**src/rtl/mult_fu_if.sv**
```systemverilog
// Issue-port and CDB-port bundle of the multiply functional unit.
interface mult_fu_if #(
    parameter int unsigned XLEN  = 32,
    parameter int unsigned TAG_W = 6
);
    logic             issue_valid;
    logic             issue_ready;
    logic [1:0]       issue_func;
    logic [XLEN-1:0]  issue_rs1;
    logic [XLEN-1:0]  issue_rs2;
    logic [TAG_W-1:0] issue_tag;
    logic             result_valid;
    logic [XLEN-1:0]  result_value;
    logic [TAG_W-1:0] result_tag;
    logic             cdb_grant;

    modport master (
        output issue_valid, issue_func, issue_rs1, issue_rs2, issue_tag, cdb_grant,
        input  issue_ready, result_valid, result_value, result_tag
    );

    modport slave (
        input  issue_valid, issue_func, issue_rs1, issue_rs2, issue_tag, cdb_grant,
        output issue_ready, result_valid, result_value, result_tag
    );
endinterface

```
**src/rtl/mult_fu.sv**
```systemverilog
// RV32M multiply functional unit: pipelined multiplier, tag shadow pipeline, credit-throttled output FIFO.
// Optional MULT_FU_BYPASS_EN forwards the shadow tail straight to the CDB when the FIFO is empty.

// NUM_STAGE-deep multiplier: each stage accumulates one chunk of the sign-extended multiplier.
module mult_pipe #(
    parameter int unsigned XLEN      = 32,
    parameter int unsigned NUM_STAGE = 4
) (
    input  logic              clock,
    input  logic              start,
    input  logic [1:0]        sign,
    input  logic [XLEN-1:0]   mcand,
    input  logic [XLEN-1:0]   mplier,
    output logic [2*XLEN-1:0] product
);
    localparam int unsigned PW = 2 * XLEN;
    localparam int unsigned CW = PW / NUM_STAGE;

    logic [PW-1:0] cand_ext;
    logic [PW-1:0] plier_ext;
    logic [PW-1:0] acc_q   [NUM_STAGE];
    logic [PW-1:0] cand_q  [NUM_STAGE];
    logic [PW-1:0] plier_q [NUM_STAGE];

    // sign is {mplier_signed, mcand_signed}
    assign cand_ext  = sign[0] ? {{XLEN{mcand[XLEN-1]}}, mcand}   : {{XLEN{1'b0}}, mcand};
    assign plier_ext = sign[1] ? {{XLEN{mplier[XLEN-1]}}, mplier} : {{XLEN{1'b0}}, mplier};

    function automatic logic [PW-1:0] partial(input logic [PW-1:0] cand,
                                              input logic [PW-1:0] plier,
                                              input int unsigned   k);
        logic [CW-1:0] chunk;
        chunk = plier[k*CW +: CW];
        return (cand * PW'(chunk)) << (k * CW);
    endfunction

    // Stage 0 only loads on start; stale products drain unqualified and are dropped downstream.
    always_ff @(posedge clock) begin
        if (start) begin
            acc_q[0]   <= partial(cand_ext, plier_ext, 0);
            cand_q[0]  <= cand_ext;
            plier_q[0] <= plier_ext;
        end
        for (int unsigned k = 1; k < NUM_STAGE; k++) begin
            acc_q[k]   <= acc_q[k-1] + partial(cand_q[k-1], plier_q[k-1], k);
            cand_q[k]  <= cand_q[k-1];
            plier_q[k] <= plier_q[k-1];
        end
    end

    assign product = acc_q[NUM_STAGE-1];
endmodule

module mult_fu #(
    parameter int unsigned XLEN      = 32,
    parameter int unsigned NUM_STAGE = 4,
    parameter int unsigned TAG_W     = 6,
    parameter int unsigned OUT_DEPTH = 4
) (
    input  logic     clock,
    input  logic     reset,
    input  logic     squash,
    mult_fu_if.slave bus
);
    localparam int unsigned PTR_W = $clog2(OUT_DEPTH);
    localparam int unsigned CNT_W = PTR_W + 1;
    localparam int unsigned SUM_W = CNT_W + 1;

    typedef enum logic [1:0] {
        FUNC_MUL    = 2'b00,
        FUNC_MULH   = 2'b01,
        FUNC_MULHSU = 2'b10,
        FUNC_MULHU  = 2'b11
    } func_e;

    typedef struct packed {
        logic             valid;
        logic [TAG_W-1:0] tag;
        logic             hi_sel;
    } shadow_t;

    typedef struct packed {
        logic [TAG_W-1:0] tag;
        logic [XLEN-1:0]  value;
    } entry_t;

    func_e             func;
    logic              accept;
    logic [1:0]        sign;
    logic              hi_sel;
    logic [2*XLEN-1:0] product;

    shadow_t           shadow_q [NUM_STAGE];
    shadow_t           tail;
    entry_t            tail_result;
    entry_t            fifo_q [OUT_DEPTH];
    entry_t            head;

    logic [PTR_W-1:0]  wr_ptr_q, rd_ptr_q;
    logic [CNT_W-1:0]  count_q, count_d;
    logic [CNT_W-1:0]  inflight_q, inflight_d;
    logic [SUM_W-1:0]  credit_d;
    logic              ready_q;

    logic              fifo_empty;
    logic              bypass;
    logic              out_valid;
    logic              pop;
    logic              tail_write;

    assign func   = func_e'(bus.issue_func);
    assign accept = bus.issue_valid && ready_q && !squash;

    // Operand sign and product-half selection per opcode.
    always_comb begin
        sign   = 2'b00;
        hi_sel = 1'b1;
        case (func)
            FUNC_MUL:    hi_sel = 1'b0;
            FUNC_MULH:   sign   = 2'b11;
            FUNC_MULHSU: sign   = 2'b01;
            FUNC_MULHU:  sign   = 2'b00;
            default:     sign   = 2'b00;
        endcase
    end

    mult_pipe #(
        .XLEN      (XLEN),
        .NUM_STAGE (NUM_STAGE)
    ) u_mult (
        .clock   (clock),
        .start   (accept),
        .sign    (sign),
        .mcand   (bus.issue_rs1),
        .mplier  (bus.issue_rs2),
        .product (product)
    );

    assign tail              = shadow_q[NUM_STAGE-1];
    assign tail_result.tag   = tail.tag;
    assign tail_result.value = tail.hi_sel ? product[2*XLEN-1:XLEN] : product[XLEN-1:0];

    assign fifo_empty = (count_q == '0);

`ifdef MULT_FU_BYPASS_EN
    assign bypass = fifo_empty && tail.valid;
`else
    assign bypass = 1'b0;
`endif

    // Head mux reads registered FIFO state; zero when nothing is presented.
    always_comb begin
        head = '0;
        if (!fifo_empty) begin
            head = fifo_q[rd_ptr_q];
        end else if (bypass) begin
            head = tail_result;
        end
    end

    assign out_valid  = !fifo_empty || bypass;
    assign pop        = out_valid && bus.cdb_grant && !fifo_empty;
    assign tail_write = tail.valid && !(bypass && bus.cdb_grant);

    assign inflight_d = inflight_q + CNT_W'(accept) - CNT_W'(tail.valid);
    assign count_d    = count_q + CNT_W'(tail_write) - CNT_W'(pop);
    assign credit_d   = SUM_W'(inflight_d) + SUM_W'(count_d);

    // Control state: shadow valids, credits and pointers; squash behaves like reset.
    always_ff @(posedge clock) begin
        if (reset || squash) begin
            for (int unsigned i = 0; i < NUM_STAGE; i++) begin
                shadow_q[i] <= '0;
            end
            inflight_q <= '0;
            count_q    <= '0;
            wr_ptr_q   <= '0;
            rd_ptr_q   <= '0;
            ready_q    <= 1'b1;
        end else begin
            shadow_q[0] <= '{valid: accept, tag: bus.issue_tag, hi_sel: hi_sel};
            for (int unsigned i = 1; i < NUM_STAGE; i++) begin
                shadow_q[i] <= shadow_q[i-1];
            end
            inflight_q <= inflight_d;
            count_q    <= count_d;
            if (tail_write) begin
                wr_ptr_q <= wr_ptr_q + PTR_W'(1);
            end
            if (pop) begin
                rd_ptr_q <= rd_ptr_q + PTR_W'(1);
            end
            ready_q <= (credit_d < SUM_W'(OUT_DEPTH));
        end
    end

    // FIFO storage needs no reset; occupancy gates visibility.
    always_ff @(posedge clock) begin
        if (tail_write && !reset && !squash) begin
            fifo_q[wr_ptr_q] <= tail_result;
        end
    end

    assign bus.issue_ready  = ready_q;
    assign bus.result_valid = out_valid;
    assign bus.result_value = head.value;
    assign bus.result_tag   = head.tag;

    a_no_overflow: assert property (@(posedge clock) disable iff (reset || squash)
        !(tail_write && !pop && count_q == CNT_W'(OUT_DEPTH)));

    a_credit_bound: assert property (@(posedge clock) disable iff (reset || squash)
        (SUM_W'(inflight_q) + SUM_W'(count_q)) <= SUM_W'(OUT_DEPTH));
endmodule

```
**src/flat_wrapper.sv**
```systemverilog
// flat-port wrapper written by rule: the top's interface ports become plain ports
module mult_fu_flat 
#(
    parameter int unsigned XLEN      = 32,
    parameter int unsigned NUM_STAGE = 4,
    parameter int unsigned TAG_W     = 6,
    parameter int unsigned OUT_DEPTH = 4
)
  (clock, reset, squash, bus_issue_valid, bus_issue_func, bus_issue_rs1, bus_issue_rs2, bus_issue_tag, bus_cdb_grant, bus_issue_ready, bus_result_valid, bus_result_value, bus_result_tag);
  mult_fu_if #(.XLEN(XLEN), .TAG_W(TAG_W)) bus_i ();
  input  logic clock;
  input  logic reset;
  input  logic squash;
  input wire logic [$bits(bus_i.issue_valid)-1:0] bus_issue_valid;
  input wire logic [$bits(bus_i.issue_func)-1:0] bus_issue_func;
  input wire logic [$bits(bus_i.issue_rs1)-1:0] bus_issue_rs1;
  input wire logic [$bits(bus_i.issue_rs2)-1:0] bus_issue_rs2;
  input wire logic [$bits(bus_i.issue_tag)-1:0] bus_issue_tag;
  input wire logic [$bits(bus_i.cdb_grant)-1:0] bus_cdb_grant;
  output wire logic [$bits(bus_i.issue_ready)-1:0] bus_issue_ready;
  output wire logic [$bits(bus_i.result_valid)-1:0] bus_result_valid;
  output wire logic [$bits(bus_i.result_value)-1:0] bus_result_value;
  output wire logic [$bits(bus_i.result_tag)-1:0] bus_result_tag;
  assign bus_i.issue_valid = bus_issue_valid;
  assign bus_i.issue_func = bus_issue_func;
  assign bus_i.issue_rs1 = bus_issue_rs1;
  assign bus_i.issue_rs2 = bus_issue_rs2;
  assign bus_i.issue_tag = bus_issue_tag;
  assign bus_i.cdb_grant = bus_cdb_grant;
  assign bus_issue_ready = bus_i.issue_ready;
  assign bus_result_valid = bus_i.result_valid;
  assign bus_result_value = bus_i.result_value;
  assign bus_result_tag = bus_i.result_tag;
  mult_fu #(.XLEN(XLEN), .NUM_STAGE(NUM_STAGE), .TAG_W(TAG_W), .OUT_DEPTH(OUT_DEPTH)) u_core (.clock(clock), .reset(reset), .squash(squash), .bus(bus_i));
endmodule
```
**config.mk**
```make
export PLATFORM = sky130hd
export DESIGN_NAME = mult_fu_flat
export DESIGN_NICKNAME = d
export VERILOG_FILES = /design/src/rtl/mult_fu_if.sv /design/src/rtl/mult_fu.sv /design/src/flat_wrapper.sv
export SDC_FILE = /design/constraint.sdc
export NUM_CORES = 2
export LEC_CHECK = 0
export BUFFER_PORTS_ARGS = -buffer_cell sky130_fd_sc_hd__buf_4
export CAP_MARGIN = 0
export CORE_MARGIN = 1.5
export CORE_UTILIZATION = 50
export CTS_BUF_LIST = sky130_fd_sc_hd__clkbuf_16
export DETAILED_ROUTE_END_ITERATION = 8
export HOLD_SLACK_MARGIN = 0.05
export PLACE_DENSITY = 0.67
export SLEW_MARGIN = 20
export SYNTH_ARGS = -nofsm -noshare
export SYNTH_HDL_FRONTEND = slang
export SYNTH_HIERARCHICAL = 1
export SYNTH_SLANG_ARGS = --single-unit
```
**constraint.sdc**
```tcl
create_clock -name clock -period 22.9 [get_ports clock]
set_clock_uncertainty 0.05 [all_clocks]
set_input_delay 3.435 -clock clock [delete_from_list [all_inputs] [get_ports clock]]
set_output_delay 3.435 -clock clock [all_outputs]
set_load 0.005 [all_outputs]
```
==> flow_metrics.tcl <==
set metrics [dict create \
    outcome "completed" \
    synth-seq-area-share 0.211 \
    die_y_um 364 \
    timing.critical_path.fanout_max 33 \
    drc_violation_total_after_the_first_tritonroute_iteration 2883 \
    yosys_most_used_dff "sky130_fd_sc_hd__dfxtp_1" \
    clock_sink_count 553 \
    ios 117 \
    detail_route.vias_per_cell 5.28 \
    die_w_um 364 \
    coreArea_um2 129000 \
    drc_errors 0 \
    total_number_of_vias 42792 \
    maxSlewViolCount 0 \
    grt_first_pass_wirelength_mm 254 \
    cts_tree "done" \
    cts.repair_timing.setup_buffer_count 0 \
    reg_clk_slew_reported_paths_ns 0.07 \
    overflow 0 \
    synth_fp_nets 8034 \
    slew_headroom 0.259 \
    grt_max_degree 66 \
    synth_enable_flop_cells 266 \
    flop_and_latch_count_out_of_synthesis 553 \
    utilization 0.537 \
    final_hold_violating_endpoints 0 \
    post_synthesis_cell_area_um2 65000 \
    die_footprint_um2 132000 \
    ant_nets 0 \
    synth.cells.most_frequent "1361 x sky130_fd_sc_hd__inv_1, 1283 x sky130_fd_sc_hd__fa_1, 833 x sky130_fd_sc_hd__nand2_1" \
    cts.htree.levels 2 \
    hp-class "flop to flop" \
    first_global_vias 46255 \
    post_synth_inst_count 6299 \
    netlist-cell-type-count 79 \
    cp_data_required_time_ns 23.21 \
    globalRouteMet1Util 0.334 \
    drive_gt1_frac 0.0533 \
    asyncSetResetFlopFracSynth 0 \
    synth_top_cell_by_area "sky130_fd_sc_hd__fa_1" \
    n_fill_cell 11314 \
    cp_slowest_stage_delay_ns 0.58 \
    gr_layer_usage_met3 0.0345 \
    cts-hold-fix-buffers 0 \
    globalRouteTotalUtil 0.246 \
    endpoint_kind "flop" \
    gp_congestion 0.929 \
    initial_antenna_violation_count 9 \
    drt-total-wl_mm 156 \
    clock_tree.buffer_depth 3 \
    max_cap_violations 0 \
    layout_min_cycle_time_ns 9.99 \
    nNetsFinal 8044 \
    synth_top_area_frac 0.395 \
    clock_latency_ns 0.68 \
    start_kind "primary input" \
    yosys_warnings 6 \
    setup_violations 0 \
    cts_repair_resize_count 0 \
    cts_buffers 58 \
    initial_utilization 0.503 \
    finalInstanceArea_um2 69400 \
    global_route.peak_usage_layer "met2" \
    worst_path_most_repeated_cell "sky130_fd_sc_hd__fa_1" \
    count_of_buffers_inserted_at_the_top_level_ports 116 \
    fin_hold_ws_ns 0.238 \
    drt_pass1_iterations 6 \
    syn_to_final_growth_pct 6.73 \
    sum_of_net_half_perimeters_after_detailed_placement_mm 124 \
    crit_path_cell_trace "buf_4, nand2_1, fa_1, inv_1, fa_1, inv_1, fa_1, fa_1, fa_1, inv_1, fa_1, ha_1, a21o_1, a21o_1, a21oi_1, a211oi_1, a31oi_1, o21ai_0, o21ai_0, a2111oi_0, o21ai_0, nand2_1, nand2_1" \
    layout_worst_path_cycle_share 0.436 \
    totalNegativeSetupSlack_ns 0 \
    global_route.usage.met2 0.415 \
    grt_setup_unrepaired "no" \
    critical_path.slowest_cell "sky130_fd_sc_hd__fa_1" \
    achievable_clock_frequency_mhz 100 \
    post_dp_cell_area_um2 67600 \
    cts_root_buffer "sky130_fd_sc_hd__clkbuf_16" \
    worstSetupPathType "primary input to flop" \
    worstPathArrival_ns 10.29 \
    fp-row-count 132 \
    synth.avg_cell_area_um2 10.3 \
    worst_max_slew_pin_slew_ns 1.11 \
    top_area_cells_in_the_synthesized_netlist "sky130_fd_sc_hd__fa_1 39%, sky130_fd_sc_hd__edfxtp_1 12%, sky130_fd_sc_hd__dfxtp_1 8.8%" \
    detail_route.wl_per_cell_um 19.3 \
    synthMostInstantiatedCell "sky130_fd_sc_hd__inv_1" \
]
logic make-up (layout without fill, tap and decap cells):
kind of cell / Yosys count / in the layout / synth area share
AO/OA/AOI/OAI: 587 / 587 / 0.0586
XOR/XNOR: 256 / 256 / 0.0351
adder cells (fa/ha/maj): 1658 / 1658 / 0.467
buffers and inverters: 1564 / 1623 / 0.0910
flip-flops: 553 / 553 / 0.211
multiplexers: 74 / 74 / 0.0194
other: 0 / 4 / 0
AND/OR/NAND/NOR: 1607 / 1607 / 0.118
critical path, delay by kind of cell:
| kind | cells | cell delay (ns) |
|---|---|---|
| AOI/OAI and AO/OA | 9 | 2.40 |
| buffers and inverters | 4 | 0.57 |
| adders and majority gates | 7 | 3.42 |
| and+or+nand+nor | 3 | 0.44 |
cell usage in the layout, fill, tap and decap left out, types with 10 or more instances in the layout:
cell type                   count
sky130_fd_sc_hd__o21ai_0      100
sky130_fd_sc_hd__xnor2_1      186
sky130_fd_sc_hd__buf_4        153
sky130_fd_sc_hd__a21oi_1      184
sky130_fd_sc_hd__dfxtp_1      285
sky130_fd_sc_hd__nand4_1       18
sky130_fd_sc_hd__a211oi_1      19
sky130_fd_sc_hd__edfxtp_1     266
sky130_fd_sc_hd__ha_1         375
sky130_fd_sc_hd__a21o_1       107
sky130_fd_sc_hd__fa_1        1283
sky130_fd_sc_hd__nand2b_1      30
sky130_fd_sc_hd__o31ai_1       10
sky130_fd_sc_hd__inv_1       1381
sky130_fd_sc_hd__xor2_1        67
sky130_fd_sc_hd__mux2_2        30
sky130_fd_sc_hd__nand2_1      833
sky130_fd_sc_hd__nor2_1       108
sky130_fd_sc_hd__nand3_1       45
sky130_fd_sc_hd__and3_1        30
sky130_fd_sc_hd__mux4_2        38
sky130_fd_sc_hd__o21bai_1      31
sky130_fd_sc_hd__a31oi_1       23
sky130_fd_sc_hd__o21a_1        22
sky130_fd_sc_hd__nor2b_1       31
sky130_fd_sc_hd__clkbuf_16     58
sky130_fd_sc_hd__nor3_1        28
sky130_fd_sc_hd__and2_1       442
area by class of cell:
| cell class | count | area (um2) | share of cell area |
|---|---|---|---|
| multi-input cells | 4182 | 45400 | 0.654 |
| flip-flops and latches | 553 | 13700 | 0.198 |
| inverters | 1361 | 5110 | 0.0736 |
| well taps | 1742 | 2180 | 0.0314 |
| clock buffers | 58 | 1450 | 0.0209 |
| repair buffers | 153 | 1150 | 0.0165 |
| clock inverters | 51 | 379 | 0.00546 |
| diodes | 4 | 10.0 | 0.000144 |
worst paths after layout:
check        cells past startpoint                                  start  slack [ns]                              endpoint
max reg2reg                     30  u_core/u_mult/cand_q[0][12]$_DFFE_PP_       13.32    u_core/u_mult/acc_q[1][61]$_DFF_P_
min reg2reg                      0     u_core/u_mult/acc_q[1][17]$_DFF_P_        0.24    u_core/u_mult/acc_q[2][17]$_DFF_P_
min                              0     u_core/u_mult/acc_q[1][17]$_DFF_P_        0.24    u_core/u_mult/acc_q[2][17]$_DFF_P_
max                             23                       bus_issue_rs2[1]       12.91  u_core/u_mult/acc_q[0][60]$_DFFE_PP_
routing by layer:
| metal | part of all wire | vias to the layer above |
|---|---|---|
| li1 | - | 19237 |
| met2 | 0.49 | 1283 |
| met1 | 0.43 | 22002 |
| met3 | 0.061 | 268 |
| met5 | 0.000083 | - |
| met4 | 0.024 | 2 |
through the flow:
step,cells,setup WS [ns]
after floorplan,6299,12.70
after global placement,7991,12.43
after detailed placement,7991,12.30
after CTS,8100,12.98
after global routing,8100,12.54
final,8104,12.91
state kept, by name, indices dropped and copies added, names as in the netlist, named ones only:
signal,cells
u_core/bus.issue_ready,1
u_core/wr_ptr_q,2
u_core/u_mult/plier_q,19
u_core/shadow_q,32
u_core/u_mult/acc_q,256
u_core/u_mult/cand_q,81
u_core/fifo_q,152
u_core/count_q,3
u_core/inflight_q,3
u_core/rd_ptr_q,2
Power is not shown: default switching activity piles up to over one toggle a cycle in this logic, so the estimate is an artifact.
